**src/rtl/pipeline_d_skid.sv**
```systemverilog
// -----------------------------------------------------------------------------
// pipeline_d_skid
// Two-entry skid buffer between the fetch and decode stages. It holds a main
// entry (M), which drives the decode-side outputs, and a skid entry (S), which
// catches the one extra instruction fetch can issue while decode stalls.
// in_ready comes straight from a register, so no combinational path runs from
// out_ready back to the fetch side.
//
// Handshake: a transfer happens on a posedge where valid and ready are both
// high. The producer holds valid and its payload steady until that transfer.
// accept = in_valid & in_ready, pop = out_valid & out_ready.
//
// Ports:
//   clk          single clock; all state changes on posedge
//   rst          synchronous active-low reset
//   flush        discard every held entry (branch/jump redirect)
//   in_valid     fetch presents an entry
//   in_ready     buffer can accept an entry (= !S.valid)
//   in_instr     fetched instruction
//   in_pc        PC of the fetched instruction
//   in_pcplus4   PC+4 of the fetched instruction
//   out_valid    head entry valid (= M.valid)
//   out_ready    decode consumes the head entry
//   out_instr    head instruction, or NOP_INSTR when empty
//   out_pc       head PC (keeps its last value when empty)
//   out_pcplus4  head PC+4 (keeps its last value when empty)
//   occupancy    number of valid entries held (0..2); also the state for debug
// -----------------------------------------------------------------------------
module pipeline_d_skid #(
  parameter int                  DATA_WIDTH    = 32,
  parameter int                  ADDRESS_WIDTH = 32,
  parameter logic [DATA_WIDTH-1:0] NOP_INSTR   = 32'h0000_0013
) (
  input  logic                     clk,
  input  logic                     rst,
  input  logic                     flush,
  input  logic                     in_valid,
  output logic                     in_ready,
  input  logic [DATA_WIDTH-1:0]    in_instr,
  input  logic [ADDRESS_WIDTH-1:0] in_pc,
  input  logic [ADDRESS_WIDTH-1:0] in_pcplus4,
  output logic                     out_valid,
  input  logic                     out_ready,
  output logic [DATA_WIDTH-1:0]    out_instr,
  output logic [ADDRESS_WIDTH-1:0] out_pc,
  output logic [ADDRESS_WIDTH-1:0] out_pcplus4,
  output logic [1:0]               occupancy
);

  logic                     m_valid_q, m_valid_d;
  logic [DATA_WIDTH-1:0]    m_instr_q, m_instr_d;
  logic [ADDRESS_WIDTH-1:0] m_pc_q, m_pc_d;
  logic [ADDRESS_WIDTH-1:0] m_pcp4_q, m_pcp4_d;

  logic                     s_valid_q, s_valid_d;
  logic [DATA_WIDTH-1:0]    s_instr_q, s_instr_d;
  logic [ADDRESS_WIDTH-1:0] s_pc_q, s_pc_d;
  logic [ADDRESS_WIDTH-1:0] s_pcp4_q, s_pcp4_d;

  logic accept;
  logic pop;

  assign in_ready  = ~s_valid_q;
  assign out_valid = m_valid_q;
  assign accept    = in_valid & ~s_valid_q;
  assign pop       = m_valid_q & out_ready;

  // S.valid implies M.valid, so the sum is never 3.
  assign occupancy = {1'b0, m_valid_q} + {1'b0, s_valid_q};

  // Payload registers stay as they are when an entry empties. out_pc and
  // out_pcplus4 therefore keep the last head value. Only out_instr is forced
  // to the bubble.
  assign out_instr   = m_valid_q ? m_instr_q : NOP_INSTR;
  assign out_pc      = m_pc_q;
  assign out_pcplus4 = m_pcp4_q;

  always_comb begin
    m_valid_d = m_valid_q;
    m_instr_d = m_instr_q;
    m_pc_d    = m_pc_q;
    m_pcp4_d  = m_pcp4_q;
    s_valid_d = s_valid_q;
    s_instr_d = s_instr_q;
    s_pc_d    = s_pc_q;
    s_pcp4_d  = s_pcp4_q;

    if (flush) begin
      // The handshakes in this cycle still complete on the ports. The entry
      // accepted in this cycle is dropped together with the held ones.
      m_valid_d = 1'b0;
      s_valid_d = 1'b0;
    end else if (!m_valid_q) begin
      if (accept) begin
        m_valid_d = 1'b1;
        m_instr_d = in_instr;
        m_pc_d    = in_pc;
        m_pcp4_d  = in_pcplus4;
      end
    end else if (!s_valid_q) begin
      if (pop && accept) begin
        m_instr_d = in_instr;
        m_pc_d    = in_pc;
        m_pcp4_d  = in_pcplus4;
      end else if (pop) begin
        m_valid_d = 1'b0;
      end else if (accept) begin
        s_valid_d = 1'b1;
        s_instr_d = in_instr;
        s_pc_d    = in_pc;
        s_pcp4_d  = in_pcplus4;
      end
    end else if (pop) begin
      // Full: in_ready is low, so only a pop can move anything.
      m_instr_d = s_instr_q;
      m_pc_d    = s_pc_q;
      m_pcp4_d  = s_pcp4_q;
      s_valid_d = 1'b0;
    end
  end

  always_ff @(posedge clk) begin
    if (!rst) begin
      m_valid_q <= 1'b0;
      m_instr_q <= '0;
      m_pc_q    <= '0;
      m_pcp4_q  <= '0;
      s_valid_q <= 1'b0;
      s_instr_q <= '0;
      s_pc_q    <= '0;
      s_pcp4_q  <= '0;
    end else begin
      m_valid_q <= m_valid_d;
      m_instr_q <= m_instr_d;
      m_pc_q    <= m_pc_d;
      m_pcp4_q  <= m_pcp4_d;
      s_valid_q <= s_valid_d;
      s_instr_q <= s_instr_d;
      s_pc_q    <= s_pc_d;
      s_pcp4_q  <= s_pcp4_d;
    end
  end

endmodule

```
**config.mk**
```make
export PLATFORM = sky130hd
export DESIGN_NAME = pipeline_d_skid
export DESIGN_NICKNAME = d
export VERILOG_FILES = /design/src/rtl/pipeline_d_skid.sv
export SDC_FILE = /design/constraint.sdc
export NUM_CORES = 1
export LEC_CHECK = 0
export CAP_MARGIN = 20
export CORE_MARGIN = 2
export CORE_UTILIZATION = 50
export CTS_CLUSTER_DIAMETER = 30
export DETAILED_ROUTE_END_ITERATION = 7
export PLACE_DENSITY = 0.78
export SLEW_MARGIN = 20
export SYNTH_ARGS = -nofsm -noshare
export SYNTH_HDL_FRONTEND = slang
export SYNTH_SLANG_ARGS = --single-unit
```
**constraint.sdc**
```tcl
create_clock -name clk -period 4.9 [get_ports clk]
set_input_delay 0.98 -clock clk [delete_from_list [all_inputs] [get_ports clk]]
set_output_delay 0.98 -clock clk [all_outputs]
set_load 0.005 [all_outputs]
```
==> metrics.sh <==
OUTCOME='completed'
SYN_AREA_UM2=9583
SYNTH_CELL_TYPES=24
FINAL_MIN_PERIOD_OVER_CLOCK_PERIOD_PCT=70.17
YS_FF_LATCH=194
WORST_CLOCK_SKEW_ON_THE_FINAL_LAYOUT_PS=7.702
POST-SYNTH-TOP-AREA-CELL='dfxtp_1'
FIRST_GLOBAL_VIAS=7693
CTS_SETUP_BUFFERS=0
SYN-MEAN-INSTANCE-AREA_UM2=8.391
MAX_FREQ_MHz=290.8
LAST_WEIGHTED_CONGESTION_VALUE_OF_THE_ROUTABILITY_DRIVEN_PLACER=0.7515
CRIT_PATH_DAT_PS=2460
FINALHOLDVIOLCOUNT=0
PLACEMENT.SETUP.WORST_SLACK_PS=1510
FIRST_ELEMENT_OF_THE_CRITICAL_PATH='out_valid'
COUNT_OF_STANDARD_CELL_ROWS=50
POST_SYNTH_EDFFS=0
LAYOUT_SETUP_WS_PS=1461
MAX_CAP_VIOL_COUNT=0
FINAL_CORE_UTILIZATION_PCT=64.37
DETAILEDROUTE.FIRSTPASSITERATIONCOUNT=7
ROUTE.FINAL.WIRE_LENGTH_UM=23740
R2R_START='s_valid_q'
P_LEAK_nW=4.839
CTS.HTREE.LEVELS=4
YOSYS-TOP-CELLS-COUNT='194 x dfxtp_1, 179 x o21ai_0, 105 x clkbuf_1'
CTS_MAX_PATH_BUFFERS=2
FINALSETUPTNS_PS=0
AVGROUTEDWIREPERCELL_UM=15.92
GRTUSAGEMET3_PCT=4.374
SYNTHMOSTINSTANTIATEDCELL='dfxtp_1'
REQUIRED_TIME_REPORTED_FOR_THE_CRITICAL_PATH_ENDPOINT_PS=3920
CTS.ROOT.BUFFER_CELL='clkbuf_16'
NNETSFINAL=1346
YOSYS.AREA.TOP_TYPE_SHARE_PCT=40.53
GLOBALROUTEMET1UTIL_PCT=31.41
YS.FLOP_TYPE='dfxtp_1'
GRT_RESOURCE_USAGE_TOTAL_PCT=22.85
CTS_TREE='built'
START_UTIL_PCT=51.06
GR-MAX-USAGE-LAYER='met2'
NETLIST_TOP_CELLS_AREA='dfxtp_1 41%, mux2i_1 10%, o21ai_0 9.3%'
DETAIL_ROUTE.DRC_VIOLATIONS=0
R2R_SLACK_PS=2170
SYNTHESIS.NETS=1245
AREA_DELTA_SYNTH_FINAL_PCT=26.06
GRT_MAX_DEGREE=111
GRT_PASS1_WL_UM=38190
TOTAL_NUMBER_OF_CLOCK_TREE_SINKS=194
ANTENNA_FOUND_INITIAL=1
POSTSYNTHCELLCOUNT=1142
IO_PINS=201
FINAL_ANTENNA_NET_COUNT=0
WORST_IR_DROP_VDD_mV=0.2318
PATH_TYPE_OF_THE_WORST_MIN_DELAY_PATH='flop to flop'
CRITICAL_PATH_CLASS='flop to primary output'
DIEAREA_UM2=20290
DIE_HEIGHT_UM=142.4
PERIOD_MINUS_SLACK_PS=3439
GLOBAL_ROUTE.USAGE.MET2_PCT=36.41
CORE_REGION_AREA_UM2=18770
FINALMAXSLEWVIOLATIONS=0
CTS-RESIZED-GATES=0
SLEW_AT_THE_PIN_WITH_THE_WORST_MAX_SLEW_SLACK_PS=926.4
YOSYS_WARNINGS=0
LAYOUT-DRIVE-GT1-SHARE_PCT=4.220
ROUTED-VIA-COUNT=8456
CP-START-KIND='flop'
PLACE.DETAILED.HPWL_UM=13850
DRT-VIAS-PER-INSTANCE=5.671
HOLDWS_PS=454.9
PLACEMENT.IO_BUFFERS=200
SYNTH_SEQ_AREA_SHARE_PCT=40.53
CRIT_PATH_MAX_FANOUT=86
POWER-PER-CELL-AREA_nW_PER_UM2=290.0
REPORT.FINAL.SETUP_VIOL=0
PLACEMENT.CELL_AREA_UM2=11480
DRT-INITIAL-DRC-COUNT=585
GRT_REMAINING_OVERFLOW=0
REG2REGPATHDEPTH=5
SLEW_HEADROOM_PCT=38.24
CHIPWIDTH_UM=142.4
TRITONCTS.NUM_BUFFERS=17
CRITPATHCAPTURE='out_instr[5]'
FINAL_AREA_UM2=12080
SYNTH-ASYNC-RESET-RATIO_PCT=0
GRT_SETUP_UNREPAIRED='no'
CRIT-REG2REG-CAPTURE='s_pcp4_q[23]'
WORST_SETUP_HOLD_PATH_CLK_SLEW_PS=70
HOLD_BUFFERS=0
CLK-INSERTION-DELAY-LATE_PS=430
WORSTSETUPENDPOINTTYPE='primary output'
-- final cells by class --
type                            instances  area, µm²
Sequential cell                       194       3891
Tap cell                              234      292.8
Inverter                                4      16.27
Fill cell                            1666       6688
Antenna cell                            1      2.502
Clock buffer                           18      429.2
Timing Repair Buffer                  213       2132
Clock inverter                         14      167.7
Multi-Input combinational cell        813       5149
-- worst min-delay path by stage --
stage             startpoint            end  slack (ps)  cells after the start
6_report       m_instr_q[16]  m_instr_q[16]         450                      2
5_1_grt        m_instr_q[22]  m_instr_q[22]         480                      2
4_1_cts        m_instr_q[16]  m_instr_q[16]         460                      2
3_5_place_dp   m_instr_q[16]  m_instr_q[16]         450                      2
3_3_place_gp    m_instr_q[7]   m_instr_q[7]         440                      2
2_1_floorplan   m_instr_q[0]   m_instr_q[0]         430                      2
-- registers in the layout (all words and copies together), names as in the netlist --
register,flops
m_instr_q,32
out_pc,32
out_pcplus4,32
s_instr_q,32
s_pc_q,32
s_pcp4_q,32
out_valid,1
s_valid_q,1
-- report_power, final --
group	switching (mW)	internal, mW
registers	0.0353	1.63
logic	0.193	0.225
clock network	0.650	0.772
-- metrics by stage --
stage / cells / power [mW]
after global routing: 1490 / 3.639
after floorplan: 1142 / 1.909
final: 1491 / 3.503
after detailed placement: 1458 / 2.118
after CTS: 1490 / 3.536
after global placement: 1458 / 2.112
-- cell usage in the layout (no fill, tap or decap), types with 4 or more instances in the layout --
cell type / netlist / final
clkdlybuf4s50_1: 0 / 198
dfxtp_1: 194 / 192
o21ai_0: 179 / 179
a21oi_1: 98 / 98
and3_1: 96 / 96
a21boi_0: 96 / 96
nand2_1: 96 / 96
mux2i_1: 96 / 96
nand3b_1: 96 / 96
and2_1: 29 / 29
clkbuf_16: 0 / 17
o21ai_1: 14 / 14
buf_4: 1 / 12
nand2b_1: 5 / 5
inv_6: 0 / 4
-- cells by family (layout without fill, tap and decap cells) --
family | count (synthesis) | in the layout | synth area share [%]
buffers and inverters | 135 | 249 | 6.045
muxes | 96 | 96 | 10.03
and+or+nand+nor | 325 | 325 | 20.16
DFF | 194 | 194 | 40.53
adders and majority gates | 2 | 2 | 0.2611
other | 0 | 1 | 0
AOI/OAI and AO/OA | 390 | 390 | 22.98
-- critical path, cell delays in order (launching register included) --
cell	delay (ps)
dfxtp_4	860
buf_4	400
and2_1	230
clkdlybuf4s50_1	520
-- per-layer routing --
| metal | share of wire [%] | wire [µm] |
|---|---|---|
| met2 | 46 | 10970 |
| met4 | 1.7 | 393 |
| met5 | 0 | 0 |
| met3 | 5.8 | 1379 |
| met1 | 46 | 11000 |
No activity file was read; power rests on OpenSTA's default activity.
